==> config.mk <==
export PLATFORM = sky130hd
export DESIGN_NAME = halt_ctrl
export DESIGN_NICKNAME = d
export VERILOG_FILES = /design/src/rtl/npc_halt_pkg.sv /design/src/rtl/halt_inflight_cnt.sv /design/src/rtl/halt_ctrl.sv
export SDC_FILE = /design/constraint.sdc
export NUM_CORES = 1
export LEC_CHECK = 0
export ABC_AREA = 1
export BUFFER_PORTS_ARGS = -buffer_cell sky130_fd_sc_hd__clkbuf_2
export CAP_MARGIN = 20
export CORE_AREA = 2 2 165 167
export CTS_CLUSTER_DIAMETER = 200
export DETAILED_ROUTE_END_ITERATION = 7
export DIE_AREA = 0 0 167 169
export MAX_ROUTING_LAYER = met4
export PLACE_DENSITY = 0.87
export REMOVE_ABC_BUFFERS = 1
export SETUP_SLACK_MARGIN = 0.05
export SYNTH_ARGS = -nofsm -noshare
export SYNTH_HDL_FRONTEND = slang
export SYNTH_HIERARCHICAL = 1
export SYNTH_SLANG_ARGS = --single-unit
==> constraint.sdc <==
create_clock -name clock -period 9.7 [get_ports clock]
set_input_delay 0 -clock clock [delete_from_list [all_inputs] [get_ports clock]]
set_output_delay 0 -clock clock [all_outputs]
set_load 0.03 [all_outputs]
==> src/rtl/npc_halt_pkg.sv <==
// Shared definitions for the NPC simulation-termination sequencer.
//   EBREAK_INST : encoding of the EBREAK instruction watched on the commit stream
//   state_t     : sequencer states (RUN, DRAIN, HALTED)
//   reason_t    : halt reason reported to the sim wrapper
package npc_halt_pkg;

    localparam logic [31:0] EBREAK_INST = 32'h0010_0073;

    typedef enum logic [1:0] {
        RUN    = 2'd0,
        DRAIN  = 2'd1,
        HALTED = 2'd2
    } state_t;

    typedef enum logic [1:0] {
        NONE      = 2'd0,
        GOOD_TRAP = 2'd1,
        BAD_TRAP  = 2'd2,
        TIMEOUT   = 2'd3
    } reason_t;

endpackage

==> src/rtl/halt_inflight_cnt.sv <==
// Saturating up/down counter of instructions in flight.
//   clock, reset : clock and asynchronous active-high reset
//   issue        : an instruction entered the pipeline this cycle
//   issue_block  : fetch is stalled, so issue is ignored
//   commit       : an instruction left the pipeline this cycle
//   zero_next    : the count after this cycle's update is zero
// The count saturates at 2^INFL_W-1 and holds at 0 on an extra commit.
module halt_inflight_cnt #(
    parameter int INFL_W = 3
) (
    input  logic clock,
    input  logic reset,
    input  logic issue,
    input  logic issue_block,
    input  logic commit,
    output logic zero_next
);

    localparam logic [INFL_W-1:0] CNT_MAX = '1;

    logic [INFL_W-1:0] cnt_reg;
    logic [INFL_W-1:0] cnt_next;
    logic              issue_eff;

    always_comb begin
        issue_eff = issue & ~issue_block;
        cnt_next  = cnt_reg;
        // Issue and commit together cancel out, so only the lone cases move the count.
        if (issue_eff && !commit) begin
            if (cnt_reg != CNT_MAX) begin
                cnt_next = cnt_reg + INFL_W'(1);
            end
        end else if (!issue_eff && commit) begin
            if (cnt_reg != '0) begin
                cnt_next = cnt_reg - INFL_W'(1);
            end
        end
    end

    always_ff @(posedge clock or posedge reset) begin
        if (reset) begin
            cnt_reg <= '0;
        end else begin
            cnt_reg <= cnt_next;
        end
    end

    // Looking at the post-update value lets DRAIN exit in the same cycle the
    // last outstanding instruction commits.
    assign zero_next = (cnt_next == '0);

endmodule

==> src/rtl/halt_ctrl.sv <==
// Simulation-termination sequencer for the NPC core.
// On an EBREAK commit it latches the trap PC and a0, stalls fetch, flushes
// once, drains in-flight instructions and then raises a one-cycle halt pulse
// followed by a sticky halted level. Also keeps cycle and instret counters.
// Ports:
//   clock, reset      : clock and asynchronous active-high reset
//   issue_fire        : instruction entered the pipeline
//   commit_valid/inst/pc : commit stream
//   a0_value          : architectural a0, latched as the exit code
//   fetch_stall, flush: pipeline control
//   halt_pulse, halted, halt_reason, halt_pc, halt_code : halt report
//   cycle_cnt, instret_cnt : end-of-run statistics
// Optional build macro HALT_CTRL_WATCHDOG_EN adds a commit-idle watchdog that
// halts with reason TIMEOUT after WDOG_CYCLES commit-free RUN cycles.
module halt_ctrl
    import npc_halt_pkg::*;
#(
    parameter int XLEN        = 64,
    parameter int CNT_W       = 64,
    parameter int INFL_W      = 3,
    parameter int DRAIN_MAX   = 16,
    parameter int WDOG_CYCLES = 1000000
) (
    input  logic             clock,
    input  logic             reset,
    input  logic             issue_fire,
    input  logic             commit_valid,
    input  logic [31:0]      commit_inst,
    input  logic [XLEN-1:0]  commit_pc,
    input  logic [XLEN-1:0]  a0_value,
    output logic             fetch_stall,
    output logic             flush,
    output logic             halt_pulse,
    output logic             halted,
    output logic [1:0]       halt_reason,
    output logic [XLEN-1:0]  halt_pc,
    output logic [XLEN-1:0]  halt_code,
    output logic [CNT_W-1:0] cycle_cnt,
    output logic [CNT_W-1:0] instret_cnt
);

    localparam int DRAIN_W = $clog2(DRAIN_MAX + 1);

    state_t              state_reg;
    reason_t             reason_reg;
    logic                flush_reg;
    logic                halt_pulse_reg;
    logic [XLEN-1:0]     halt_pc_reg;
    logic [XLEN-1:0]     halt_code_reg;
    logic [CNT_W-1:0]    cycle_cnt_reg;
    logic [CNT_W-1:0]    instret_cnt_reg;
    logic [DRAIN_W-1:0]  drain_cnt_reg;
    logic                infl_zero_next;
    logic                wdog_fire;

    assign fetch_stall = (state_reg != RUN);

    halt_inflight_cnt #(
        .INFL_W (INFL_W)
    ) u_inflight (
        .clock       (clock),
        .reset       (reset),
        .issue       (issue_fire),
        .issue_block (fetch_stall),
        .commit      (commit_valid),
        .zero_next   (infl_zero_next)
    );

`ifdef HALT_CTRL_WATCHDOG_EN
    localparam int IDLE_W = $clog2(WDOG_CYCLES + 1);

    logic [IDLE_W-1:0] idle_cnt_reg;

    // Fires on the WDOG_CYCLES-th consecutive commit-free RUN cycle.
    assign wdog_fire = (state_reg == RUN) && !commit_valid &&
                       (idle_cnt_reg == IDLE_W'(WDOG_CYCLES - 1));

    always_ff @(posedge clock or posedge reset) begin
        if (reset) begin
            idle_cnt_reg <= '0;
        end else if (commit_valid || (state_reg != RUN)) begin
            idle_cnt_reg <= '0;
        end else begin
            idle_cnt_reg <= idle_cnt_reg + IDLE_W'(1);
        end
    end
`else
    logic unused_wdog;

    assign wdog_fire   = 1'b0;
    assign unused_wdog = (WDOG_CYCLES != 0);
`endif

    always_ff @(posedge clock or posedge reset) begin
        if (reset) begin
            state_reg       <= RUN;
            reason_reg      <= NONE;
            flush_reg       <= 1'b0;
            halt_pulse_reg  <= 1'b0;
            halt_pc_reg     <= '0;
            halt_code_reg   <= '0;
            cycle_cnt_reg   <= '0;
            instret_cnt_reg <= '0;
            drain_cnt_reg   <= '0;
        end else begin
            flush_reg      <= 1'b0;
            halt_pulse_reg <= 1'b0;
            if (state_reg != HALTED) begin
                cycle_cnt_reg <= cycle_cnt_reg + CNT_W'(1);
            end
            case (state_reg)
                RUN: begin
                    drain_cnt_reg <= '0;
                    if (commit_valid) begin
                        instret_cnt_reg <= instret_cnt_reg + CNT_W'(1);
                        if (commit_inst == EBREAK_INST) begin
                            halt_pc_reg   <= commit_pc;
                            halt_code_reg <= a0_value;
                            flush_reg     <= 1'b1;
                            state_reg     <= DRAIN;
                        end
                    end else if (wdog_fire) begin
                        halt_pc_reg    <= '0;
                        halt_code_reg  <= '0;
                        reason_reg     <= TIMEOUT;
                        halt_pulse_reg <= 1'b1;
                        state_reg      <= HALTED;
                    end
                end
                DRAIN: begin
                    // Commits here are squashed: no instret, no EBREAK re-trigger.
                    drain_cnt_reg <= drain_cnt_reg + DRAIN_W'(1);
                    if (infl_zero_next) begin
                        reason_reg     <= (halt_code_reg == '0) ? GOOD_TRAP : BAD_TRAP;
                        halt_pulse_reg <= 1'b1;
                        state_reg      <= HALTED;
                    end else if (drain_cnt_reg == DRAIN_W'(DRAIN_MAX - 1)) begin
                        reason_reg     <= TIMEOUT;
                        halt_pulse_reg <= 1'b1;
                        state_reg      <= HALTED;
                    end
                end
                default: begin
                    // HALTED is sticky until reset.
                end
            endcase
        end
    end

    assign flush       = flush_reg;
    assign halt_pulse  = halt_pulse_reg;
    assign halted      = (state_reg == HALTED);
    assign halt_reason = reason_reg;
    assign halt_pc     = halt_pc_reg;
    assign halt_code   = halt_code_reg;
    assign cycle_cnt   = cycle_cnt_reg;
    assign instret_cnt = instret_cnt_reg;

endmodule

# After elaboration in Yosys (flattened, before gate mapping)
# Index checks and enable logic that the tools add are counted.
[classes] addsub=5 eq_ne=9 mux=19 n_bitwise=2 n_reduce_logical=15
[ops] cell="64-bit by 1-bit adder with 64-bit output (second input constant)" n=2
[ops] cell="64-bit zero test" n=1
[ops] cell="32-bit by 21-bit equality test with 1-bit output (second input constant)" n=1
[ops] cell="2-bit 2-to-1 mux" n=7
[ops] cell="3-bit 2-to-1 mux" n=4
[ops] cell="5-bit case mux with 2 select lines" n=1
[ops] cell="1-bit 2-to-1 mux" n=6
[ops] cell="2-bit != test (second input constant)" n=3
[ops] cell="3-bit != test (second input constant)" n=2
[ops] cell="2-bit nonzero test" n=3
[ops] cell="5-bit by 1-bit adder with 5-bit output (second input constant)" n=1
[ops] cell="5-bit by 4-bit equality test with 1-bit output (second input constant)" n=1
[ops] cell="2-bit case mux with 2 select lines" n=1
[ops] cell="2-bit AND reduction" n=2
[ops] cell="4-bit AND reduction" n=1
[ops] cell="3-bit by 1-bit adder with 3-bit output (second input constant)" n=1
[ops] cell="3-bit zero test" n=1
[ops] cell="3-bit AND reduction" n=1
[ops] cell="3-bit nonzero test" n=1
[ops] cell="3-bit by 1-bit subtractor with 3-bit output (second input constant)" n=1
[ops] cell="2-bit by 1-bit equality test with 1-bit output (second input constant)" n=1
[ops] cell="2-bit equality test (second input constant)" n=1
[ops] cell="1-bit logical AND" n=2
[ops] cell="1-bit zero test" n=2
[ops] cell="3 further kinds" n=3
[totals] reg_bits=270 in_bits=164 output_inout_bits=262 wordCells=60

# Longest topological paths before layout
# Gate-level depths: netlist of the first run.
[logic_depth] depth_word=10 depth_mapped=15 mapped_depth_nobuf=15

# Hierarchy
# Netlist of the first run, hierarchy kept.
[by_module_without_submodules] mod="halt_ctrl" instances=1 cells_each=1711 area_each_um2=13166.4 seq_area_each_um2=6681.4
[by_module_without_submodules] mod="halt_inflight_cnt" instances=1 cells_each=49 area_each_um2=314.1 seq_area_each_um2=75.1

# Worst setup path after synthesis of the first run
# Ideal clock, no wire load.
[synth_path] path_type="register -> register" start="register state_reg[1]" end="register reason_reg[1] (netlist: halt_reason[1])" setup_time_ns=0.120 t_arrival_ns=1.878 required_ns=9.580 path_slack_ns=7.702 stages_incl_launch_ff=15 path_buffers=0 synth_period_minus_slack_ns=1.998 path_cell_list="dfrtp_1 > inv_1 > nand2_1 > inv_1 > nand2_2 > nor2_1 > nand2_1 > nand2_1 > nor2_2 > nand2_1 > nor2_2 > o21ai_0 > inv_1 > o21ai_0 > inv_1"
[synth_via] elab_chain_len=10 word_cells_on_any_way=13 cone_classes="1 x eq/ne; 3 x mux; 2 x bitwise; 7 x reduce/logical"
[synth_lines] element="start, declared" line_no="halt_ctrl.sv:44" source="state_t state_reg;"
[synth_lines] element="start signal, assigned" line_no="halt_ctrl.sv:96" source="state_reg <= RUN;"
[synth_lines] element="start signal, assigned" line_no="halt_ctrl.sv:120" source="state_reg <= DRAIN;"
[synth_lines] element="start signal, assigned" line_no="halt_ctrl.sv:127" source="state_reg <= HALTED;"
[synth_lines] element="2-bit nonzero test (*)" line_no="halt_ctrl.sv:56" source="assign fetch_stall = (state_reg != RUN);"
[synth_lines] element="net fetch_stall" line_no="halt_ctrl.sv:31" source="output logic fetch_stall,"
[synth_lines] element="1-bit inverter (*)" line_no="halt_inflight_cnt.sv:26" source="issue_eff = issue & ~issue_block;"
[synth_lines] element="1-bit bitwise AND (*)" line_no="halt_inflight_cnt.sv:26"
[synth_lines] element="1-bit zero test" line_no="halt_inflight_cnt.sv:33" source="end else if (!issue_eff && commit) begin"
[synth_lines] element="1-bit logical AND" line_no="halt_inflight_cnt.sv:33"
[synth_lines] element="3-bit 2-to-1 mux" line_no="halt_inflight_cnt.sv:33"
[synth_lines] element="3-bit 2-to-1 mux (*)" line_no="halt_inflight_cnt.sv:29" source="if (issue_eff && !commit) begin"
[synth_lines] element="3-bit zero test (*)" line_no="halt_inflight_cnt.sv:50" source="assign zero_next = (cnt_next == '0);"
[synth_lines] element="net infl_zero_next" line_no="halt_ctrl.sv:53" source="logic infl_zero_next;"
[synth_lines] element="2-bit nonzero test (no source line)"
[synth_lines] element="2-bit AND reduction (no source line)"
[synth_lines] element="end signal, assigned" line_no="halt_ctrl.sv:134" source="reason_reg <= (halt_code_reg == '0) ? GOOD_TRAP : BAD_TRAP;"
[synth_lines] element="end, declared" line_no="halt_ctrl.sv:45" source="reason_t reason_reg;"
# Mark *: on every way through the listed nets, which the timed path passes. The rest lies on a longest branch.
# A chain may end at the register's enable or synchronous reset.

# Worst setup path in the final report of the first run
[layout_path] start="register state_reg[1]" end="register halt_pc_reg[18] (netlist: halt_pc[18])"
[layout_via] elab_chain_len=2
[layout_lines] element="2-bit zero test" line_no="halt_ctrl.sv:111" source="case (state_reg)"
[layout_lines] element="3-bit AND reduction (no source line)"
[layout_lines] element="end signal, assigned" line_no="halt_ctrl.sv:117" source="halt_pc_reg <= commit_pc;"
[layout_lines] element="end, declared" line_no="halt_ctrl.sv:48" source="logic [XLEN-1:0] halt_pc_reg;"
# No other way between the ends.

==> results.ini, run 1 <==
[placed_design]
gp_congestion=0.975
hpwl_mm=31.3
place.port_buffers=425
placed_area_um2=15900

[setup_path]
critPathCapture=halt_pc[18]$_DFFE_PP0P_
reg2reg_slack_ns=6.74
critPathTopFamily=simple AND/OR/NAND/NOR gates
rr_endpoint=halt_pc[18]$_DFFE_PP0P_
critPathMaxStageDelay_ns=0.87
crit_buf_inv=1
reg2reg_from=state_reg[1]$_DFFE_PP0P_
crit_path_start=state_reg[1]$_DFFE_PP0P_
crit_chain=nor2_2, nand4_1, nor2_4, buf_4, nand3_1, nand2_1
cp.depth=6
path_class=reg2reg
rr_worst_depth=6
cp_max_fo=92
cp.required_ns=10.19
end_kind=flip-flop
cp_slowest_cell=buf_4
arrival_ns=3.44
worstSetupStartpointType=flip-flop

[global_routing]
globalRouteMet1Util_pct=43.1
first_global_vias=15000
grt_max_degree=114
met3_usage_pct=5.89
grt_pass1_wl_mm=79.1
grt_use_total_pct=35.9
grt_antenna_before_repair=1
gr-max-usage-layer=met2
grt_overflow_total=0
grt.met2_usage_pct=56.6

[routing]
wirelength_mm=49.9
final_antenna_net_count=0
drt_iter0_drc=1669
vias=15100
wl_per_cell_um=18.7
dr.pass1.iters=8
avgViaCountPerCell=5.66
drc=0

[power]
p_sw_w=0.000583
comb_power_share_pct=6.6
clkPwrFrac_pct=49.0
intPower_w=0.00198
p_sw_share_pct=22.7
p_per_area_nw_per_um2=140
vdd_drop_max_mv=0.134
seqPwrFrac_pct=44.4
leakage_nw=10.0
totalPowerFinal_w=0.00256

[yosys]
async_flop_share_pct=100
synth_cell_types=28
ys.flop_type=dfrtp_1
syn_area_per_cell_um2=7.66
syn_area_um2=13500
ys_seq_area_share_pct=50.1
ys_seq_elements=270
ys_warn_count=6
syn_inst=1760
synth-edff-count=0

[floorplan]
core-area_um2=26500
ioPinCount=426
dieArea_um2=28200
die_w_um=167
rows=60
die_y_um=169
start_util_pct=50.9

[clock_tree]
clk_pin_slew_ns=0.07
cts.htree.levels=1
cts_made_buffers=29
clkLatencyLatePin_ns=0.56
cts_tree=yes
numClockSinks=270
clk_path_buf_depth=3
root_buffer=clkbuf_16

[sta]
skew_ns=0.0296
slew_viol_final=0
rsz0062_at_grt=no
post-route-period-util_pct=30.5
finalHoldViolCount=0
relSlewSlack_pct=25.0
tightest_slew_ns=1.13
fin_crit_ns=2.96
max_freq_ghz=0.338
setup_viol=0

[min_path]
hp-class=in2reg
hp-start=commit_inst[0]

[finish]
fill_cells=1926
fin_nets=2482
design_area_um2=18300
layout_commonest_cell=nand2_1
synthToLayoutAreaGrowth_pct=36.0
mostFrequentLayoutCells=nand2_1, clkbuf_2, dfrtp_1, nor2_1, nand3_1
drive_above_1_share_pct=22.5

[status]
status=complete, no violations

[job]
drv_cap=0

## power by group through the flow
stage          combinational [W]  clock [W]  sequential (W)
2_1_floorplan          0.0000619          0         0.00116
3_3_place_gp            0.000109          0         0.00116
3_5_place_dp            0.000114          0         0.00116
4_1_cts                 0.000162    0.00125         0.00114
5_1_grt                 0.000184    0.00131         0.00114
6_report                0.000168    0.00126         0.00114
## worst min-delay path, stage by stage
cell      delay (ns)
clkbuf_2        0.08
nand4_1         0.12
nor2_4          0.17
nand3_1         0.13
nand2_1         0.05
## Yosys cell counts (2+ instances only)
cell type	n	area (um^2)
nand3_2	3	30.0
nand4_1	43	269
o21ai_0	17	85.1
nand2_1	645	2420
or2_1	3	18.8
inv_1	140	526
ha_1	7	87.6
a21oi_1	3	15.0
inv_2	3	11.3
nand3_1	195	976
xnor2_1	37	324
nor2_2	18	113
nor3_1	21	105
clkbuf_1	4	15.0
nor2_1	232	871
nor2_4	6	67.6
xor2_1	37	324
dfrtp_1	270	6760
buf_2	40	200
nand2_2	6	37.5
nand3b_1	22	165
o21ai_1	2	10.0
## routing by layer
layer	up-vias	wire length [um]
met1	7050	18000
met4	0	3870
met2	1141	23100
met5	-	0
met3	296	4930
li1	6653	-
## kinds of logic (layout without fill, tap and decap cells)
kind of cell	Yosys count	count (layout)	share of synthesized area, %
simple gates	1197	1197	37.9
flops	270	270	50.1
fa+ha+maj	7	7	0.650
other cells	0	1	0
compound gates	24	24	0.919
buf+inv	188	762	5.63
xor+xnor	74	74	4.81
## through the flow
step           cells  setup WS, ns  util [%]  hold WS [ns]  TNS (ns)
2_1_floorplan   1715        -0.216         -        -0.246    -27.84
3_3_place_gp    2487          7.08      60.0       -0.0141         0
3_5_place_dp    2487          6.97      60.0      -0.00755         0
4_1_cts         2674          6.91      69.1        0.0106         0
5_1_grt         2676          6.55      69.2        0.0541         0
6_report        2676          6.74      69.2        0.0207         0
## worst min-delay path by stage
stage                                      endpoint  slack, ns  cells past startpoint
finish                    halt_code[12]$_DFFE_PP0P_       0.02                      5
floorplan           u_inflight/cnt_reg[0]$_DFF_PP0_      -0.25                      1
detailed placement  u_inflight/cnt_reg[2]$_DFF_PP0_     -0.008                      2
CTS                       halt_code[12]$_DFFE_PP0P_       0.01                      5
global route              halt_code[11]$_DFFE_PP0P_       0.05                      5
global placement    u_inflight/cnt_reg[2]$_DFF_PP0_      -0.01                      2
## what timing repair did
item / 4_1_cts / 5_1_grt
hold endpoints to repair: 245 / 0
setup buffers: 0 / 0
gates resized for setup: 0 / 0
hold buffers: 133 / 0
## layout make-up
type                       count  area, um^2  area share, %
antenna                        1        2.50         0.0137
clock buffer                  37         826           4.51
clock inverter                17         255           1.39
inverter                     143         544           2.97
multi-input combinational   1302        5990           32.7
sequential                   270        6760           36.9
tap                          341         427           2.33
timing repair buffer         565        3530           19.3
(Power assumes the default switching activity.)
==> inputs of run 2 (changes only) <==
==> constraint.sdc (replaced) <==
create_clock -name clock -period 3 [get_ports clock]
set_input_delay 0 -clock clock [delete_from_list [all_inputs] [get_ports clock]]
set_output_delay 0 -clock clock [all_outputs]
set_load 0.03 [all_outputs]
==> run 2 against run 1 <==
Total power grew to 3.1 times the previous value. Critical path type unchanged. Wire length down 0.55%. Die area is the same. Maximum frequency up 15%. Via count is 1.6% lower.
==> results.ini, run 2 (same netlist as run 1, synthesis figures left out) <==
[sta]
fin_crit_ns=2.58
post-route-period-util_pct=86.0
timing.hold.ws_ns=0.143
fin_ws_ns=0.419
rsz0062_at_grt=no
max_freq_ghz=0.387
slew_viol_final=0
skew_ns=0.0162
tns_ns=0
relSlewSlack_pct=47.8
finalHoldViolCount=0
tightest_slew_ns=0.782
setup_viol=0

[placed_design]
place.port_buffers=425
hpwl_mm=32.1
placed_area_um2=16000
gp_congestion=0.978
pre_cts_slack_ns=0.823

[global_routing]
grt_antenna_before_repair=2
grt_use_total_pct=35.6
first_global_vias=14700
grt_overflow_total=0
grt_pass1_wl_mm=78.4
grt_max_degree=129

[setup_path]
reg2reg_slack_ns=0.42
cp.required_ns=3.46
end_kind=flip-flop
critPathMaxStageDelay_ns=0.57
crit_chain=inv_1, nand2_1, inv_1, nand2_2, nand3_1, dlygate4sd3_1, nand2_1, inv_1, nor2_2, nand2_1, nor2_2, inv_1, nor2_1, nand3_1, o21ai_0, inv_1
crit_buf_inv=6
crit_top_cell=inv_1
worstSetupStartpointType=flip-flop
rr_worst_depth=16
path_class=reg2reg
critPathTopFamily=simple AND/OR/NAND/NOR gates
cp_slowest_cell=dlygate4sd3_1
arrival_ns=3.04
cp.depth=16
cp_max_fo=7

[min_path]
hp-class=in2reg
whs_path_depth=7

[clock_tree]
root_buffer=clkbuf_16
numClockSinks=270
clk_path_buf_depth=3
cts_tree=yes
cts.htree.levels=1
clk_pin_slew_ns=0.06
clkLatencyLatePin_ns=0.57
cts_made_buffers=30
post_cts_buffers=0

[routing]
final_antenna_net_count=0
avgViaCountPerCell=5.56
dr.pass1.iters=7
wirelength_mm=49.7
drt_iter0_drc=1469
wl_per_cell_um=18.5
drc=0
vias=14900

[job]
drv_cap=0

[status]
status=complete, no violations

[floorplan]
die_y_um=169
dieArea_um2=28200
core-area_um2=26500
die_w_um=167
ioPinCount=426
start_util_pct=50.9
rows=60

[finish]
fin_nets=2484
synthToLayoutAreaGrowth_pct=35.8
layout_commonest_cell=nand2_1
mostFrequentLayoutCells=nand2_1, clkbuf_2, dfrtp_1, nor2_1, nand3_1
design_area_um2=18300
drive_above_1_share_pct=22.3

[power]
leakage_nw=9.98
p_per_area_nw_per_um2=440
totalPowerFinal_w=0.00806
vdd_drop_max_mv=0.449

-- run 2: changes by cell type in the layout (fill, tap and decap cells not counted), sizes merged --
cell	change
buf	+1
bufinv	-3
clkbuf	+6
clkinv	-2
diode	+1
-- run 2: stage by stage --
stage	util [%]	cells
6_report	69.1	2679
5_1_grt	69.1	2679
4_1_cts	69.1	2677
3_5_place_dp	60.2	2489
3_3_place_gp	60.2	2489
2_1_floorplan	-	1715
-- run 2: metal layers --
layer	wire length, um	global-route usage [%]	share of wire, %
met4	3240	20.1	6.5
met1	18500	44.2	37
met5	0	-	0
met2	23400	55.6	47
met3	4580	6.15	9.2
-- run 2: area by class of cell --
class	instances	area [um^2]
clock buffer	43	860
tap	341	427
multi-input combinational	1302	5990
clock inverter	12	159
inverter	143	544
fill	1996	8190
antenna	2	5.00
sequential	270	6760
timing repair buffer	566	3570
-- run 2: worst paths after layout --
path | startpoint | end
max | state_reg[1]$_DFFE_PP0P_ | halt_reason[1]$_DFFE_PP0P_
min | commit_inst[30] | halt_pc[19]$_DFFE_PP0P_
max reg2reg | state_reg[1]$_DFFE_PP0P_ | halt_reason[1]$_DFFE_PP0P_
min reg2reg | halt_pc[26]$_DFFE_PP0P_ | halt_pc[26]$_DFFE_PP0P_
max in group asynchronous | reset | cycle_cnt[61]$_DFFE_PP0N_
min in group asynchronous | reset | instret_cnt[39]$_DFFE_PP0P_
-- run 2: worst min-delay path, stage by stage --
cell and delay, ns:
clkbuf_2 0.07, nor2_1 0.03, nand2_1 0.08, nor4_4 0.08
buf_12 0.20, nand3_1 0.12, nand2_1 0.05
-- run 2: timing repair --
item	CTS	global route
hold buffers	133	0
setup endpoints to repair	0	0
hold endpoints to repair	241	0
gates resized for setup	0	0
-- run 2: report_power, final --
part	switching (W)	internal, W	total (W)
Sequential	0.0000172	0.00366	0.00368
Clock	0.00160	0.00225	0.00385
Combinational	0.000271	0.000265	0.000537
